## config.mk

```make
export PLATFORM = sky130hd
export DESIGN_NAME = ddr5_phy_read_capture
export DESIGN_NICKNAME = d
export VERILOG_FILES = /design/src/rtl/ddr5_phy_read_capture.sv
export SDC_FILE = /design/constraint.sdc
export NUM_CORES = 1
export LEC_CHECK = 0
export BUFFER_PORTS_ARGS = -buffer_cell sky130_fd_sc_hd__buf_2
export CAP_MARGIN = 25
export CORE_MARGIN = 5
export CORE_UTILIZATION = 37
export DETAILED_ROUTE_END_ITERATION = 10
export HOLD_SLACK_MARGIN = 0.12
export PLACE_DENSITY_LB_ADDON = 0.2
export SYNTH_ARGS = -nofsm -noshare
export SYNTH_HDL_FRONTEND = slang
export SYNTH_SLANG_ARGS = --single-unit
```

## constraint.sdc

```tcl
create_clock -name clk_i -period 2.3 [get_ports clk_i]
set_input_delay 0.345 -clock clk_i [delete_from_list [all_inputs] [get_ports clk_i]]
set_output_delay 0.345 -clock clk_i [all_outputs]
set_load 0.03 [all_outputs]
```

## src/rtl/ddr5_phy_read_capture.sv

```systemverilog
// DDR5 PHY read capture: decodes phase-0 READ commands, delays them through a
// read-latency pipeline and captures DQ bursts into the DFI read-data port.
module ddr5_phy_read_capture #(
    parameter int pDRAM_SIZE = 4,
    parameter int pNUM_RANK  = 1,
    parameter int pMAX_RL    = 64
) (
    input  logic                    clk_i,
    input  logic                    rst_i,
    input  logic [pNUM_RANK-1:0]    dfi_cs_n_p0,
    input  logic [13:0]             dfi_address_p0,
    input  logic [5:0]              rl_i,
    input  logic                    bl32_i,
    input  logic [2*pDRAM_SIZE-1:0] DQ,
    input  logic                    DQS_valid,
    output logic [2*pDRAM_SIZE-1:0] dfi_rddata_w0,
    output logic                    dfi_rddata_valid_w0,
    output logic                    rd_busy_o,
    output logic                    rd_err_o,
    output logic [7:0]              rd_err_cnt_o
);

    localparam int DW = 2 * pDRAM_SIZE;
    localparam int TW = $clog2(pMAX_RL);
    localparam logic [4:0] READ_OP = 5'b11101;

    typedef enum logic {IDLE, BURST} state_t;
    typedef struct packed {
        logic valid;
        logic bl32;
    } rd_entry_t;

    rd_entry_t      pipe_q [pMAX_RL];
    state_t         state_q, state_d;
    logic [4:0]     beat_cnt_q, beat_cnt_d;
    logic           second_half_q;
    logic [DW-1:0]  data_q;
    logic           valid_q;
    logic           err_q;
    logic [7:0]     err_cnt_q, err_cnt_d;
    logic [TW-1:0]  tap_sel;
    logic           cs_any;
    logic           rd_decode;
    logic           hit;
    logic           capture;
    logic           collision;
    logic           strobe_err;
    logic [1:0]     err_inc;
    logic [8:0]     err_sum;
    logic           busy;
    logic           addr_unused;

    assign addr_unused = ^dfi_address_p0[13:5];
    assign cs_any      = (dfi_cs_n_p0 != '1);
    assign rd_decode   = !second_half_q && cs_any && (dfi_address_p0[4:0] == READ_OP);
    assign hit         = pipe_q[0].valid;

    // Out-of-range latencies are clamped; the write tap is latency minus one.
    always_comb begin
        if (rl_i < 6'd2)
            tap_sel = TW'(1);
        else if (int'(rl_i) > pMAX_RL - 1)
            tap_sel = TW'(pMAX_RL - 2);
        else
            tap_sel = TW'(rl_i - 6'd1);
    end

    // NOTE: the pipeline is reset because busy is derived from its valid bits.
    always_ff @(posedge clk_i) begin
        if (!rst_i) begin
            for (int i = 0; i < pMAX_RL; i++)
                pipe_q[i] <= '0;
        end else begin
            for (int i = 0; i < pMAX_RL - 1; i++)
                pipe_q[i] <= pipe_q[i+1];
            pipe_q[pMAX_RL-1] <= '0;
            if (rd_decode)
                pipe_q[tap_sel] <= rd_entry_t'{valid: 1'b1, bl32: bl32_i};
        end
    end

    // The tap-0 cycle from IDLE is the first beat; beat_cnt holds beats left after it.
    // NOTE: every always_comb output gets a default first so no latch is inferred.
    always_comb begin
        state_d    = state_q;
        beat_cnt_d = beat_cnt_q;
        capture    = 1'b0;
        collision  = 1'b0;
        case (state_q)
            IDLE: begin
                if (hit) begin
                    capture    = 1'b1;
                    beat_cnt_d = pipe_q[0].bl32 ? 5'd15 : 5'd7;
                    state_d    = BURST;
                end
            end
            BURST: begin
                capture    = 1'b1;
                collision  = hit;
                beat_cnt_d = beat_cnt_q - 5'd1;
                if (beat_cnt_q == 5'd1)
                    state_d = IDLE;
            end
            default: state_d = IDLE;
        endcase
    end

    assign strobe_err = capture && !DQS_valid;
    assign err_inc    = {1'b0, collision} + {1'b0, strobe_err};
    assign err_sum    = {1'b0, err_cnt_q} + {7'd0, err_inc};
    assign err_cnt_d  = err_sum[8] ? 8'hFF : err_sum[7:0];

    // NOTE: sequential state uses non-blocking assignments only.
    always_ff @(posedge clk_i) begin
        if (!rst_i) begin
            state_q       <= IDLE;
            beat_cnt_q    <= '0;
            second_half_q <= 1'b0;
            data_q        <= '0;
            valid_q       <= 1'b0;
            err_q         <= 1'b0;
            err_cnt_q     <= '0;
        end else begin
            state_q       <= state_d;
            beat_cnt_q    <= beat_cnt_d;
            second_half_q <= cs_any;
            valid_q       <= capture;
            if (capture)
                data_q <= DQ;
            if (collision || strobe_err)
                err_q <= 1'b1;
            err_cnt_q     <= err_cnt_d;
        end
    end

    always_comb begin
        busy = (state_q != IDLE);
        for (int i = 0; i < pMAX_RL; i++)
            busy = busy | pipe_q[i].valid;
    end

    assign dfi_rddata_w0       = data_q;
    assign dfi_rddata_valid_w0 = valid_q;
    assign rd_busy_o           = busy;
    assign rd_err_o            = err_q;
    assign rd_err_cnt_o        = err_cnt_q;

endmodule
```

# Yosys cells after proc, flatten, opt, wreduce, memory -nomap -nowiden

Memories as Yosys holds them, arrays and structs flattened.
Cells that the tools add are included.
Widths: inputs -> output; s select.

Input port bits: 33
Bits in latches: 0
ROM bits: 0
Word-level logic and storage cells: 231
Bits in registers: 25
Memories: 1
Memory bits (writable): 128

Memory list:

| memory | words | width | rd ports | clocked after Yosys merged registers in | write ports | RTL line | source |
|---|---|---|---|---|---|---|---|
| pipe_q | 64    | 2     | 64       | 0                                       | 65          | 33       | `rd_entry_t pipe_q [pMAX_RL];` |

Add/subtract/negate cells: 4
Divide/modulo/power cells: 0
Multiplexer cells: 79
$lt $le $gt $ge: 1
Shift operators: 0
Eq/ne operators: 3
Bitwise gates (word level): 130
Reductions and logical operators: 6
$mul: 0

Operators with widths:

| operator            | number |
|---|---|
| $mux 2              | 64 |
| $or 1x1->1          | 128 |
| $pmux 5 s2          | 1 |
| $add 8x2->9         | 1 |
| $mux 1              | 8 |
| $mux 8              | 1 |
| $lt 6x2->1 const B  | 1 |
| $mux 6              | 1 |
| $sub 6x1->6 const B | 1 |
| $eq 5x1->1 const B  | 1 |
| $eq 5x5->1 const B  | 1 |
| $mux 5              | 1 |
| $sub 5x1->5 const B | 1 |
| $mux 4              | 1 |
| $pmux 1 s2          | 2 |
| $logic_and 1x1->1   | 3 |
| $add 1x1->2         | 1 |
| $logic_not 1->1     | 2 |
| $ne 2x2->1 const B  | 1 |
| $not 1->1           | 2 |
| $logic_or 1x1->1    | 1 |

# Longest topological paths before layout

Gate-level depths: netlist of run 1.

Word-level depth: 64
Gate-level depth with buffers: 8

# Worst setup path after synthesis of run 1

No wires, ideal clock.

Kind: input to register
From: in rl_i[0]
To: mem pipe_q[53][0] (netlist bit)
Setup slack: 0.101 ns
Setup time: 0.132 ns
Stages: 8
Arrival time: 2.066 ns
Buffers on the path: 1
Cell sequence: inv_1 > ha_1 > nor3b_2 > mux2_2 > nor2_1 > buf_2 > nand2_1 > mux2i_1

RTL lines:

| element     | RTL line | source |
|---|---|---|
| from (decl) | 12       | `input logic [5:0] rl_i,` |
| to (decl)   | 33       |  |

==> flow_metrics.tcl, run 1 <==
set metrics [dict create \
    drive_above_1_share 0.202 \
    antenna_found_initial 0 \
    cts.sinks 153 \
    cts_tree "yes" \
    p_per_area_nw_per_um2 760 \
    fillers 1579 \
    max_stage_delay_ps 350 \
    wire_per_inst_um 15.2 \
    setup_viol 1 \
    yosys.area.top_type "dfxtp_1" \
    core-area_um2 15900 \
    drt-vias-per-instance 4.92 \
    ys_types 60 \
    violations "negative setup slack" \
    crit_slowest_cell "nor4_4" \
    hold_class "in -> reg" \
    dp_slack_ps 19.1 \
    worst_setup_path_end_kind "output port" \
    yosysTopAreaCellShare 0.509 \
    crit_chain "nor4_1 > nand4_1 > nor4_4 > nand4_1 > buf_6" \
    crit_type "reg -> out" \
    power_mw 5.58 \
    overflow 0 \
    max_freq_mhz 433 \
    crit_arrival_ps 1960 \
    tightest_slew_ps 806 \
    path_clk_slew_ps 60 \
    io_pins 52 \
    maxCapViolCount 0 \
    final_area_um2 7340 \
    synthArstFlopShare 0 \
    cp.required_ps 1960 \
    dp_hpwl_mm 9.44 \
    area_growth_pct 22.0 \
    grt_pass1_wl_mm 23.7 \
    fin_setup_tns_ps -9.99 \
    cts_made_buffers 17 \
    via_count 4653 \
    rsz0062_at_grt "true" \
    path_max_fanout 2 \
    die_w_um 138 \
    synthTopCellsByCount "nand2_1 (209), dfxtp_1 (153), mux2i_1 (59)" \
    hold_viol_final 0 \
    fin_cells 945 \
    gp_congestion 0.809 \
    cts_root_buffer "clkbuf_16" \
    fp.dieH_um 138 \
    cts-htree-levels 4 \
    port_buffers 42 \
    status "finished with violations" \
    placed_area_um2 6670 \
    synth-edff-count 0 \
    clk_path_buf_depth 2 \
    worst_setup_path_start_kind "flop" \
    critPathTopFamily "simple AND/OR/NAND/NOR gates" \
    ir_drop_mv 0.615 \
    final_core_util 0.461 \
    yosys_most_used_dff "dfxtp_1" \
    fin_worst_skew_ps 9.39 \
    syn_avg_cell_area_um2 9.20 \
    seq_area_frac_synth 0.509 \
    r2r_setup_slack_ps 310 \
    antenna_left 0 \
    synth_area_leaders "dfxtp_1 (51%), nand2_1 (13%), mux2i_1 (9.8%)" \
    worst_path_most_repeated_cell "nand4_1" \
    grtUsageTotal 0.161 \
    grt_max_degree 80 \
    drtPass1Iterations 4 \
    max_slew_margin 0.463 \
    dr.first_iter.drc_count 265 \
    synth_cells 654 \
    yosysMostFrequentCell "nand2_1" \
    clk-insertion-delay-late_ps 420 \
    fin_crit_sh 1.00 \
    grt_pass1_vias 4619 \
    fin_nets 754 \
    finalWirelength_mm 14.3 \
    initial_core_util 0.378 \
    synth_nets 692 \
    crit_buf_inv 1 \
    timing.hold.ws_ps 167 \
    yosys_warnings 0 \
    setup_slack_ps -9.99 \
    p_leak_nw 3.39 \
    synthesis.area_um2 6020 \
    maxSlewViolCount 0 \
    ys_ff_latch 153 \
    rows 46 \
    post-route-drc-count 0 \
    dp_cells 912 \
    design.die.area_um2 18900 \
    period_minus_slack_ps 2310 \
    antenna_cells 0 \
]
==> logic make-up (layout without fill, tap and decap cells) <==
logic type                 count (synthesis)  count (layout)  share of synthesized area
AOI/OAI and AO/OA                         74              74                     0.0929
xor gates and xnor gates                   5               5                    0.00728
adders and majority gates                  5               5                     0.0116
buffers and inverters                     48             123                     0.0349
DFF                                      153             153                      0.509
muxes                                     61              61                      0.102
and+or+nand+nor                          308             308                      0.242
==> power breakdown <==
group | leakage, nW | internal (mW) | switching [mW]
Combinational | 1.88 | 0.0827 | 0.161
Clock | 0.269 | 1.54 | 1.15
Sequential | 1.23 | 2.65 | 0.000639
==> tightest hold or removal path: cells and delay by family <==
family	cells	cell delay [ps]
AOI/OAI and AO/OA	1	50
buffers and inverters	1	90
and+or+nand+nor	1	40
==> metal layers <==
| layer | share of wire | vias up | routed length [um] | track usage |
|---|---|---|---|---|
| met5 | 0 | - | 0 | 0 |
| li1 | - | 2360 | - | - |
| met3 | 0.052 | 13 | 745 | 0.0457 |
| met4 | 0.0094 | 0 | 135 | 0.0427 |
| met1 | 0.47 | 2193 | 6740 | 0.216 |
| met2 | 0.47 | 87 | 6730 | 0.254 |
==> state kept, by name, summed over array words and instances (netlist names) <==
register             count
second_half_q            1
dfi_rddata_valid_w0      1
pipe_q                 128
rd_err_o                 1
state_q                  1
beat_cnt_q               5
dfi_rddata_w0            8
rd_err_cnt_o             8
==> cell usage in the layout (no fill, tap or decap), types with 5 or more instances in the layout <==
master / count
a21oi_1: 19
a22o_1: 23
and2_1: 6
and3_1: 5
buf_12: 5
buf_2: 40
buf_4: 31
clkbuf_16: 17
clkinvlp_4: 5
dfxtp_1: 147
dfxtp_2: 6
inv_1: 12
mux2i_1: 59
nand2_1: 209
nand2b_1: 6
nand3_1: 13
nand4_1: 7
nor2_1: 12
nor3_1: 7
nor4_1: 9
nor4_2: 7
==> area by class of cell <==
class | count | area (um^2) | share of cell area
clock buffers | 18 | 439 | 0.0598
clock inverters | 14 | 139 | 0.0189
inverters | 13 | 48.8 | 0.00664
multi-input cells | 453 | 2820 | 0.384
flip-flops and latches | 153 | 3070 | 0.418
well taps | 216 | 270 | 0.0368
repair buffers | 78 | 554 | 0.0755
==> final timing paths <==
check	from	end	depth (start not counted)
max	pipe_q[38][1]$_SDFF_PP1_	rd_busy_o	5
min	DQ[2]	dfi_rddata_w0[2]$_SDFFE_PN0P_	3
max reg2reg	pipe_q[0][1]$_SDFF_PP1_	rd_err_cnt_o[4]$_SDFF_PN0_	7
min reg2reg	pipe_q[2][0]$_DFF_P_	pipe_q[1][0]$_DFF_P_	2
==> repair_timing <==
item                       CTS  global route
hold buffers                 1             0
buffers inserted             0             0
hold endpoints to repair     1             0
gates resized for setup     14             5
setup endpoints to repair    1             4
pin swaps                    9             5
Power figures use the tool's default switching activity.
==> run 2, diff against run 1 <==
Settings changed: CAP_MARGIN 25 to unset.
Clock period 2.3 ns to 1.86 ns, I/O delays scaled along.
==> flow_metrics.tcl, run 2 (synthesis results as in run 1) <==
set metrics [dict create \
    placed_area_um2 6990 \
    die_w_um 138 \
    clk-insertion-delay-late_ps 430 \
    r2r-start "second_half_q$_SDFF_PN0_" \
    gp_congestion 0.803 \
    cts-htree-levels 4 \
    setup_viol 1 \
    crit_type "reg -> out" \
    maxSlewViolCount 0 \
    cts_made_buffers 17 \
    layout_common_cells "nand2_1 (209), dfxtp_1 (148), buf_4 (61)" \
    final_core_util 0.489 \
    crit_arrival_ps 2000 \
    final_area_um2 7790 \
    area_growth_pct 29.4 \
    max_slew_margin 0.524 \
    antenna_cells 0 \
    largest_register_ffs 128 \
    grt_max_degree 73 \
    drtPass1Iterations 4 \
    max_stage_delay_ps 370 \
    drt-vias-per-instance 4.92 \
    cp.required_ps 1580 \
    dp_hpwl_mm 10.0 \
    via_count 4842 \
    fin_setup_tns_ps -416 \
    fin_crit_sh 1.22 \
    clk_path_buf_depth 2 \
    path_max_fanout 2 \
    dr.first_iter.drc_count 277 \
    hold_class "in -> reg" \
    fin_cells 985 \
    ir_drop_mv 0.754 \
    fillers 1495 \
    io_pins 52 \
    dp_slack_ps -412 \
    crit_buf_inv 1 \
    critPathTopFamily "simple AND/OR/NAND/NOR gates" \
    period_minus_slack_ps 2280 \
    port_buffers 42 \
    p_leak_nw 3.62 \
    worst_path_most_repeated_cell "nand4_1" \
    dp_cells 943 \
    fp.dieH_um 138 \
    antenna_left 0 \
    maxCapViolCount 0 \
    max_freq_mhz 439 \
    rows 46 \
    design.die.area_um2 18900 \
    top_register "pipe_q" \
    grtUsageTotal 0.167 \
    rsz0062_at_grt "true" \
    fin_nets 795 \
    min_delay_path_depth 3 \
    fin_worst_skew_ps 10.1 \
    r2r.worst_path.cells 5 \
    grt_pass1_wl_mm 24.3 \
    holdPathEnd "rd_err_o$_SDFFE_PN0P_" \
    status "finished with violations" \
    setup_slack_ps -416 \
    core-area_um2 15900 \
    path_clk_slew_ps 60 \
    hold_viol_final 0 \
    power_mw 6.97 \
    initial_core_util 0.378 \
    grt_pass1_vias 4753 \
    violations "negative setup slack" \
    crit_slowest_cell "nor4_2" \
    overflow 0 \
    rr_endpoint "pipe_q[24][0]$_DFF_P_" \
    post-route-drc-count 0 \
    final_common_cell "nand2_1" \
    cts_root_buffer "clkbuf_16" \
    drive_above_1_share 0.234 \
    hold_path_startpoint "DQS_valid" \
    wire_per_inst_um 15.1 \
    r2r_setup_slack_ps 110 \
    cts_tree "yes" \
    p_per_area_nw_per_um2 895 \
    antenna_found_initial 0 \
    finalWirelength_mm 14.8 \
    timing.hold.ws_ps 178 \
    tightest_slew_ps 714 \
    cts.sinks 153 \
    worst_setup_path_start_kind "flop" \
    worst_setup_path_end_kind "output port" \
    crit_chain "nor4_4 > nand4_1 > nor4_2 > nand4_1 > buf_6" \
]
[run 2: per-layer routing]
metal | part of all wire | wire length, um | up-vias | track usage
met2 | 0.47 | 6950 | 85 | 0.269
met1 | 0.47 | 6960 | 2286 | 0.221
li1 | - | - | 2451 | -
met3 | 0.050 | 745 | 20 | 0.0373
met4 | 0.013 | 198 | 0 | 0.0588
met5 | 0 | 0 | - | 0
[run 2: worst max-delay path by stage]
stage | depth (start not counted) | from | endpoint | slack [ps]
global route | 5 | pipe_q[52][1]$_SDFF_PP1_ | rd_busy_o | -550
floorplan | 8 | rl_i[1] | pipe_q[53][0]$_DFF_P_ | 30
CTS | 5 | pipe_q[54][1]$_SDFF_PP1_ | rd_busy_o | -440
detailed placement | 8 | rl_i[1] | pipe_q[29][0]$_DFF_P_ | -410
global placement | 8 | rl_i[1] | pipe_q[29][0]$_DFF_P_ | -360
finish | 5 | pipe_q[59][1]$_SDFF_PP1_ | rd_busy_o | -420
[run 2: repair_timing]
item	CTS	global route
resized for setup	16	10
cloned	0	0
hold endpoints to repair	9	0
pin swaps	3	5
setup endpoints to repair	52	38
hold buffers	9	0
setup buffers	0	2
[run 2: area by class of cell]
class	count	area, um^2	share of cell area
well taps	216	270	0.0347
inverters	13	52.6	0.00675
multi-input cells	453	2910	0.374
clock inverters	8	96.3	0.0124
clock buffers	23	468	0.0601
flip-flops and latches	153	3070	0.394
repair buffers	119	920	0.118
[run 2: power by group]
group / internal, mW / switching [mW]
Clock: 2.03 / 1.28
Sequential: 3.28 / 0.000691
Combinational: 0.155 / 0.224
Total: 5.46 / 1.51
[run 2: worst register-to-register path, delay by kind of cell (launching register included)]
family	cells	cell delay [ps]
DFF	1	290
muxes	1	160
and+or+nand+nor	4	1190
==> run 3, diff against run 2 <==
Settings changed: CTS_BUF_LIST set to sky130_fd_sc_hd__clkbuf_4 sky130_fd_sc_hd__clkbuf_8.
Clock period 1.86 ns to 1.87 ns, I/O delays scaled along.
==> flow_metrics.tcl, run 3 (synthesis results as in run 1) <==
set metrics [dict create \
    gr-usage-met3 0.0336 \
    ir_drop_mv 0.627 \
    grt_pass1_wl_mm 23.9 \
    hold_class "in -> reg" \
    tightest_slew_ps 685 \
    clk_path_buf_depth 2 \
    busiest_layer "met2" \
    antenna_cells 0 \
    antenna_left 0 \
    intPower_mw 4.86 \
    maxSlewViolCount 0 \
    initial_core_util 0.378 \
    multi_input_area_um2 2910 \
    grt_pass1_vias 4827 \
    overflow 0 \
    top_register "pipe_q" \
    grtUsageTotal 0.161 \
    crit_arrival_ps 1930 \
    gp_congestion 0.816 \
    p_comb_frac 0.061 \
    max_slew_margin 0.543 \
    cts.sinks 153 \
    largest_register_ffs 128 \
    port_buffers 42 \
    core-area_um2 15900 \
    path_max_fanout 2 \
    seq_area_um2 3070 \
    drive_above_1_share 0.243 \
    p_seq_frac 0.520 \
    switching_share 0.224 \
    crit_buf_inv 1 \
    fin_crit_sh 1.18 \
    clockPowerShare 0.418 \
    fillers 1513 \
    via_count 4788 \
    cts-htree-levels 4 \
    post-route-drc-count 0 \
    p_sw_mw 1.41 \
    use_met1 0.214 \
    area_growth_pct 27.6 \
    layout_common_cells "nand2_1 (209), dfxtp_1 (150), buf_4 (64)" \
    dp_hpwl_mm 9.83 \
    setup_slack_ps -344 \
    wire_per_inst_um 14.7 \
    io_pins 52 \
    dp_cells 948 \
    violations "negative setup slack" \
    crit_type "reg -> out" \
    cts_tree "yes" \
    max_stage_delay_ps 330 \
    p_per_area_nw_per_um2 815 \
    drtPass1Iterations 4 \
    fin_worst_skew_ps 11.1 \
    critPathTopFamily "simple AND/OR/NAND/NOR gates" \
    fin_cells 990 \
    cp.required_ps 1590 \
    maxCapViolCount 0 \
    finalWirelength_mm 14.5 \
    final_common_cell "nand2_1" \
    cts_root_buffer "clkbuf_8" \
    crit_slowest_cell "dfxtp_1" \
    p_leak_nw 3.56 \
    fin_nets 799 \
    worst_setup_path_end_kind "output port" \
    antenna_found_initial 0 \
    clk-insertion-delay-late_ps 440 \
    grt.met2_usage 0.262 \
    dr.first_iter.drc_count 404 \
    status "finished with violations" \
    rows 46 \
    fp.dieH_um 138 \
    worst_setup_path_start_kind "flop" \
    die_w_um 138 \
    hold_viol_final 0 \
    crit_chain "nor4_2 > nand4_1 > nor4_2 > nand4_1 > buf_6" \
    period_minus_slack_ps 2210 \
    cts_made_buffers 17 \
    final_core_util 0.482 \
    drt-vias-per-instance 4.84 \
    max_freq_mhz 452 \
    timing.hold.ws_ps 158 \
    design.die.area_um2 18900 \
    setup_viol 1 \
    grt_max_degree 72 \
    path_clk_slew_ps 80 \
    rsz0062_at_grt "true" \
]
## run 3: what timing repair did
item | 4_1_cts | 5_1_grt
hold buffers | 9 | 0
pin swaps | 6 | 3
setup buffers | 1 | 0
setup endpoints to repair | 51 | 29
gates resized for setup | 16 | 10
hold endpoints to repair | 9 | 0
## run 3: worst paths after layout
path / depth (start not counted) / slack [ps] / to / from
worst min-delay path: 3 / 160 / pipe_q[7][0]$_DFF_P_ / bl32_i
worst max-delay path: 5 / -340 / rd_busy_o / pipe_q[59][1]$_SDFF_PP1_
worst min register to register: 2 / 450 / pipe_q[45][0]$_DFF_P_ / pipe_q[46][0]$_DFF_P_
worst max register to register: 7 / 140 / pipe_q[2][0]$_DFF_P_ / second_half_q$_SDFF_PN0_
## run 3: through the flow
step,area [um^2],worst slack [ps],power [mW],TNS (ps)
global route,7680,-473,6.50,-473
global placement,7020,-420,3.69,-24150
detailed placement,7020,-509,3.69,-28530
finish,7680,-344,6.26,-344
floorplan,6070,5.52,3.53,0
CTS,7630,-424,6.32,-424
## run 3: final cells by class
type	instances	area share
sequential	153	0.399
multi-input combinational	453	0.379
timing repair buffer	123	0.124
clock buffer	22	0.0370
tap	216	0.0352
clock inverter	10	0.0186
inverter	13	0.00684
## run 3: power groups by stage
| stage | logic (mW) | registers [mW] | clock network (mW) |
|---|---|---|---|
| after global placement | 0.355 | 3.33 | 0 |
| after floorplan | 0.198 | 3.33 | 0 |
| after global routing | 0.415 | 3.26 | 2.83 |
| final | 0.385 | 3.26 | 2.62 |
| after detailed placement | 0.358 | 3.33 | 0 |
| after CTS | 0.381 | 3.26 | 2.68 |
## run 3: worst register-to-register path: stages (launching register included)
cell	delay (ps)
dfxtp_1	300
and4bb_1	320
nand2b_4	120
buf_4	190
nor4_4	260
buf_12	190
nand2_1	100
mux2i_1	130
## run 3: routing by layer
layer / vias up / wire (um) / share of wire
met5: - / 0 / 0
met4: 0 / 176 / 0.012
met3: 13 / 850 / 0.058
met2: 90 / 6580 / 0.45
met1: 2232 / 6930 / 0.48
li1: 2453 / - / -
